===== src/rtl/vmul_pkg.sv =====
// Shared types and lane helpers for the vector Vedic multiplier issue path.
package vmul_pkg;

  localparam int NUM_CHUNKS  = 4;
  localparam int CHUNK_WIDTH = 16;

  typedef enum logic [1:0] {
    OP_MUL   = 2'b00,
    OP_MULH  = 2'b01,
    OP_MULHU = 2'b10,
    OP_MULSU = 2'b11
  } opcode_e;

  typedef enum logic [1:0] {
    PREC_8  = 2'b00,
    PREC_16 = 2'b01,
    PREC_32 = 2'b10
  } prec_e;

  typedef struct packed {
    logic                  valid;
    logic [1:0]            opcode;
    logic [1:0]            precision;
    logic [NUM_CHUNKS-1:0] sign_a;
    logic [NUM_CHUNKS-1:0] sign_b;
  } ctl_t;

  // In 8-bit mode each byte's sign lands on the chunk with the same index.
  function automatic logic [NUM_CHUNKS-1:0] chunk_signs(input logic [31:0] v,
                                                        input logic [1:0]  prec,
                                                        input logic        is_signed);
    logic [NUM_CHUNKS-1:0] s;
    case (prec)
      PREC_16: s = {v[31], v[31], v[15], v[15]};
      PREC_32: s = {NUM_CHUNKS{v[31]}};
      default: s = {v[31], v[23], v[15], v[7]};
    endcase
    return is_signed ? s : '0;
  endfunction

  function automatic logic [31:0] lane_magnitude(input logic [31:0] v,
                                                 input logic [1:0]  prec,
                                                 input logic        is_signed);
    logic [31:0] m;
    m = v;
    if (is_signed) begin
      case (prec)
        PREC_16: begin
          for (int i = 0; i < 2; i++) begin
            if (v[16*i+15]) m[16*i +: 16] = -v[16*i +: 16];
          end
        end
        PREC_32: begin
          if (v[31]) m = -v;
        end
        default: begin
          for (int i = 0; i < 4; i++) begin
            if (v[8*i+7]) m[8*i +: 8] = -v[8*i +: 8];
          end
        end
      endcase
    end
    return m;
  endfunction

endpackage


===== src/rtl/vmul_result_fifo.sv =====
// Small synchronous FIFO holding finished products until downstream takes them.
module vmul_result_fifo #(
  parameter int unsigned DEPTH = 4,
  parameter int unsigned WIDTH = 32
) (
  input  logic             clk,
  input  logic             rst,
  input  logic             push_i,
  input  logic [WIDTH-1:0] push_data_i,
  input  logic             pop_i,
  output logic             empty_o,
  output logic             full_o,
  output logic [WIDTH-1:0] head_o
);

  localparam int unsigned AW = $clog2(DEPTH);

  logic [WIDTH-1:0] mem_q [DEPTH];
  logic [AW-1:0]    wr_ptr_q, rd_ptr_q;
  logic [AW:0]      count_q;
  logic             do_push, do_pop;

  assign empty_o = (count_q == '0);
  assign full_o  = (count_q == (AW+1)'(DEPTH));
  assign do_push = push_i && !full_o;
  assign do_pop  = pop_i && !empty_o;
  assign head_o  = mem_q[rd_ptr_q];

  // Pointers wrap naturally because DEPTH is a power of two.
  always_ff @(posedge clk) begin
    if (rst) begin
      wr_ptr_q <= '0;
      rd_ptr_q <= '0;
      count_q  <= '0;
    end else begin
      if (do_push) wr_ptr_q <= wr_ptr_q + 1'b1;
      if (do_pop)  rd_ptr_q <= rd_ptr_q + 1'b1;
      count_q <= count_q + (AW+1)'(do_push) - (AW+1)'(do_pop);
    end
  end

  always_ff @(posedge clk) begin
    if (do_push) mem_q[wr_ptr_q] <= push_data_i;
  end

endmodule


===== src/rtl/vmul_issue_ctrl.sv =====
// Issue/sequencing controller for the Vedic multiplier core with credit-protected result FIFO.
// Define VMUL_ISSUE_PERF_CNT_EN to add the perf_issued/perf_stall counters.
module vmul_issue_ctrl
  import vmul_pkg::*;
#(
  parameter int unsigned MUL_LAT   = 2,
  parameter int unsigned OUT_DEPTH = 4
) (
  input  logic        clk,
  input  logic        rst,
  input  logic        in_valid,
  output logic        in_ready,
  input  logic [1:0]  in_opcode,
  input  logic [1:0]  in_precision,
  input  logic [31:0] in_operand_a,
  input  logic [31:0] in_operand_b,
  output logic        core_valid,
  output logic [31:0] core_operand_a,
  output logic [31:0] core_operand_b,
  output logic [1:0]  core_precision,
  output logic [1:0]  ctl_opcode,
  output logic [1:0]  ctl_precision,
  output logic [3:0]  ctl_sign_a,
  output logic [3:0]  ctl_sign_b,
  output logic        ctl_valid,
  input  logic [31:0] stage_result,
  output logic        out_valid,
  input  logic        out_ready,
  output logic [31:0] out_result,
  output logic        busy
`ifdef VMUL_ISSUE_PERF_CNT_EN
  ,
  output logic [31:0] perf_issued,
  output logic [31:0] perf_stall
`endif
);

  localparam int unsigned CW = $clog2(OUT_DEPTH) + 1;
  localparam logic [CW-1:0] CREDIT_MAX = CW'(OUT_DEPTH);

  logic          accept, pop;
  logic          fifo_empty, fifo_full;
  logic [31:0]   fifo_head;
  logic [1:0]    prec_in;
  logic          signed_a, signed_b;
  logic [CW-1:0] credits_q, credits_d;
  logic          core_valid_q;
  logic [31:0]   core_a_q, core_a_d, core_b_q, core_b_d;
  logic [1:0]    core_prec_q;
  ctl_t          issue_ctl_q, issue_ctl_d;
  ctl_t          ctl_pipe_q [MUL_LAT];

  // No pop bypass: a freed slot only becomes a credit one cycle after the pop.
  assign in_ready = (credits_q < CREDIT_MAX);
  assign accept   = in_valid && in_ready;
  assign pop      = out_valid && out_ready;

  always_comb begin
    prec_in  = (in_precision == 2'b11) ? 2'b00 : in_precision;
    signed_a = (in_opcode != OP_MULHU);
    signed_b = (in_opcode == OP_MUL) || (in_opcode == OP_MULH);
    core_a_d = lane_magnitude(in_operand_a, prec_in, signed_a);
    core_b_d = lane_magnitude(in_operand_b, prec_in, signed_b);
    issue_ctl_d.valid     = accept;
    issue_ctl_d.opcode    = in_opcode;
    issue_ctl_d.precision = prec_in;
    issue_ctl_d.sign_a    = chunk_signs(in_operand_a, prec_in, signed_a);
    issue_ctl_d.sign_b    = chunk_signs(in_operand_b, prec_in, signed_b);
    credits_d = credits_q + CW'(accept) - CW'(pop);
  end

  always_ff @(posedge clk) begin
    if (rst) begin
      credits_q    <= '0;
      core_valid_q <= 1'b0;
      core_a_q     <= '0;
      core_b_q     <= '0;
      core_prec_q  <= '0;
      issue_ctl_q  <= '0;
    end else begin
      credits_q    <= credits_d;
      core_valid_q <= accept;
      if (accept) begin
        core_a_q    <= core_a_d;
        core_b_q    <= core_b_d;
        core_prec_q <= prec_in;
        issue_ctl_q <= issue_ctl_d;
      end else begin
        issue_ctl_q.valid <= 1'b0;
      end
    end
  end

  // Control sidebands ride alongside the core so they meet its product at the output stage.
  always_ff @(posedge clk) begin
    if (rst) begin
      for (int i = 0; i < MUL_LAT; i++) ctl_pipe_q[i] <= '0;
    end else begin
      ctl_pipe_q[0] <= issue_ctl_q;
      for (int i = 1; i < MUL_LAT; i++) ctl_pipe_q[i] <= ctl_pipe_q[i-1];
    end
  end

  assign core_valid     = core_valid_q;
  assign core_operand_a = core_a_q;
  assign core_operand_b = core_b_q;
  assign core_precision = core_prec_q;
  assign ctl_valid      = ctl_pipe_q[MUL_LAT-1].valid;
  assign ctl_opcode     = ctl_pipe_q[MUL_LAT-1].opcode;
  assign ctl_precision  = ctl_pipe_q[MUL_LAT-1].precision;
  assign ctl_sign_a     = ctl_pipe_q[MUL_LAT-1].sign_a;
  assign ctl_sign_b     = ctl_pipe_q[MUL_LAT-1].sign_b;

  vmul_result_fifo #(
    .DEPTH (OUT_DEPTH),
    .WIDTH (32)
  ) u_fifo (
    .clk         (clk),
    .rst         (rst),
    .push_i      (ctl_valid),
    .push_data_i (stage_result),
    .pop_i       (pop),
    .empty_o     (fifo_empty),
    .full_o      (fifo_full),
    .head_o      (fifo_head)
  );

  assign out_valid  = !fifo_empty;
  assign out_result = fifo_empty ? '0 : fifo_head;
  assign busy       = (credits_q != '0);

  // Credits bound the in-flight count, so a write into a full FIFO means a credit bug.
  assert property (@(posedge clk) disable iff (rst) !(ctl_valid && fifo_full));

`ifdef VMUL_ISSUE_PERF_CNT_EN
  logic [31:0] perf_issued_q, perf_stall_q;

  always_ff @(posedge clk) begin
    if (rst) begin
      perf_issued_q <= '0;
      perf_stall_q  <= '0;
    end else begin
      if (accept)               perf_issued_q <= perf_issued_q + 32'd1;
      if (in_valid && !in_ready) perf_stall_q <= perf_stall_q + 32'd1;
    end
  end

  assign perf_issued = perf_issued_q;
  assign perf_stall  = perf_stall_q;
`endif

endmodule


===== config.mk =====
export PLATFORM = sky130hd
export DESIGN_NAME = vmul_issue_ctrl
export DESIGN_NICKNAME = d
export VERILOG_FILES = /design/src/rtl/vmul_pkg.sv /design/src/rtl/vmul_result_fifo.sv /design/src/rtl/vmul_issue_ctrl.sv
export SDC_FILE = /design/constraint.sdc
export NUM_CORES = 1
export LEC_CHECK = 0
export ABC_AREA = 1
export ABC_CLOCK_PERIOD_IN_PS = 7500
export CAP_MARGIN = 10
export CORE_MARGIN = 3
export CORE_UTILIZATION = 59
export DETAILED_ROUTE_END_ITERATION = 12
export GPL_TIMING_DRIVEN = 1
export PLACE_DENSITY = 0.87
export SKIP_CTS_REPAIR_TIMING = 1
export SLEW_MARGIN = 20
export SYNTH_ARGS = -nofsm -noshare
export SYNTH_HDL_FRONTEND = slang
export SYNTH_HIERARCHICAL = 1
export SYNTH_SLANG_ARGS = --single-unit

===== constraint.sdc =====
create_clock -name clk -period 7.5 [get_ports clk]
set_input_delay 1.125 -clock clk [delete_from_list [all_inputs] [get_ports clk]]
set_output_delay 1.125 -clock clk [all_outputs]
set_load 0.005 [all_outputs]

==> flow_metrics.tcl <==
set metrics [dict create \
    cts_tree "done" \
    crit_chain "buf_4 -> inv_2 -> o21ai_0 -> o22ai_1 -> inv_1 -> nor2_1 -> clkdlybuf4s50_1" \
    rsz0062_at_grt "no" \
    first_pass_iters 7 \
    worst_pin_slew_ns 0.829 \
    max_cap_viol_count 0 \
    cts_sinks 243 \
    clk_path_buf_depth 3 \
    track_usage_pct 33.1 \
    ys_warn_count 6 \
    slowest_stage "clkdlybuf4s50_1" \
    fp.dieW_microns 157 \
    start_kind "register" \
    hp-class "reg2reg" \
    clock_latency_ns 0.52 \
    place_area_sq_um 15600 \
    portBuffers 218 \
    critPathArrivalTime_ns 2.77 \
    slew_headroom_pct 44.7 \
    mostFrequentLayoutCells "nand2_1, nor2_1, clkdlybuf4s50_1" \
    drc 0 \
    syn_area_per_cell_sq_um 7.67 \
    vias 13356 \
    regArea_sq_um 6150 \
    cp.required_ns 6.38 \
    multi_input_area_sq_um 6030 \
    syn_to_final_growth_pct 22.6 \
    htree_levels 1 \
    clock-root-buffer "clkbuf_16" \
    die-area_sq_um 24800 \
    n_fill_cell 1641 \
    antenna_found_initial 0 \
    syn_nets 1891 \
    fin_setup_tns_ns 0 \
    cts.clk_slew.worst_paths_ns 0.06 \
    grt_max_degree 66 \
    grt_pass1_wl_microns 65600 \
    grt_remaining_overflow 0 \
    ant_nets 0 \
    fp-row-count 54 \
    io_pins 219 \
    fmax_ghz 0.257 \
    power_density_nw_per_um2 222 \
    wirelength_microns 42200 \
    status "finished, final reports clean" \
    setup_violations 0 \
    n_antenna_cell 0 \
    syn_inst 1761 \
    fin_nets 2059 \
    critPathCaptureType "output port" \
    avgRoutedWirePerCell_microns 18.9 \
    drt_iter0_drc 1538 \
    slowest_delay_ns 0.56 \
    die_h_microns 157 \
    hold_viol_final 0 \
    p_leak_nw 6.63 \
    dp_hpwl_microns 28700 \
    finalCriticalPeriod_ns 3.90 \
    start_util_pct 61.0 \
    coreArea_sq_um 22200 \
    drv_slew 0 \
    drive_above_1_share_pct 6.52 \
    layout_commonest_cell "nand2_1" \
    critPathKind "reg2out" \
    clock_skew_ns 0.00862 \
    grt_pass1_vias 12638 \
    gp_congestion 0.986 \
    stdcell_area_sq_um 16600 \
    cp_max_fo 33 \
    peakVddDrop_v 0.000148 \
    netlist_area_sq_um 13500 \
    viasPerCell 5.99 \
    finalCritPeriodShare_pct 51.9 \
    numCtsBuffers 26 \
]
## critical path, delay by kind of cell (launching register included)
| kind | cells | cell delay, ns |
|---|---|---|
| buf+inv | 4 | 1.38 |
| flops | 1 | 0.30 |
| simple gates | 1 | 0.17 |
| compound gates | 2 | 0.37 |
## per-stage QoR
stage	util, %	worst slack, ns	hold WS (ns)	cells	power [mW]
2_1_floorplan	-	4.65	0.388	1761	1.95
3_3_place_gp	70.6	3.55	0.392	2181	2.32
3_5_place_dp	70.6	3.44	0.396	2181	2.33
4_1_cts	74.7	3.63	0.400	2229	3.68
5_1_grt	74.7	3.54	0.410	2229	3.83
6_report	74.7	3.60	0.398	2229	3.68
## registers in the layout, indices dropped and copies added, names as in the netlist, 2 cells and up, named ones only
| signal | flops |
|---|---|
| issue_ctl_q | 12 |
| u_fifo/wr_ptr_q | 2 |
| u_fifo/mem_q | 128 |
| core_operand_b | 32 |
| credits_q | 3 |
| ctl_pipe_q | 26 |
| core_operand_a | 32 |
| u_fifo/rd_ptr_q | 2 |
| u_fifo/count_q | 3 |
## path summary, 6_finish.rpt
check,start,endpoint,slack [ns],cells after the start
max reg2reg,credits_q[2],core_operand_b[25],4.80,8
max,register,out_result[26],3.60,7
min reg2reg,ctl_pipe_q[0][9],ctl_pipe_q[0][22],0.40,2
min,ctl_pipe_q[0][9],ctl_pipe_q[0][22],0.40,2
## final cells by class
type | count | share of cell area (%)
Timing Repair Buffer | 237 | 14.0
Clock inverter | 13 | 1.10
Clock buffer | 35 | 4.45
Inverter | 211 | 4.84
Tap cell | 280 | 2.11
Multi-Input combinational cell | 1210 | 36.4
Sequential cell | 243 | 37.1
## per-layer routing
| metal | routed length (microns) | vias up | GRT usage, % |
|---|---|---|---|
| met1 | 16300 | 6182 | 43.4 |
| met2 | 20100 | 793 | 55.6 |
| met5 | 0 | - | 0 |
| met3 | 4130 | 146 | 5.06 |
| li1 | - | 6235 | - |
| met4 | 1740 | 0 | 12.9 |
## power by group
part           internal (mW)  total (mW)  switching [mW]  leakage (nW)
logic                  0.336       0.758           0.422          4.09
clock network          0.832        1.36           0.530         0.447
registers               1.50        1.56          0.0557          2.10
total                   2.67        3.68            1.01          6.63
Power figures use the tool's default switching activity.
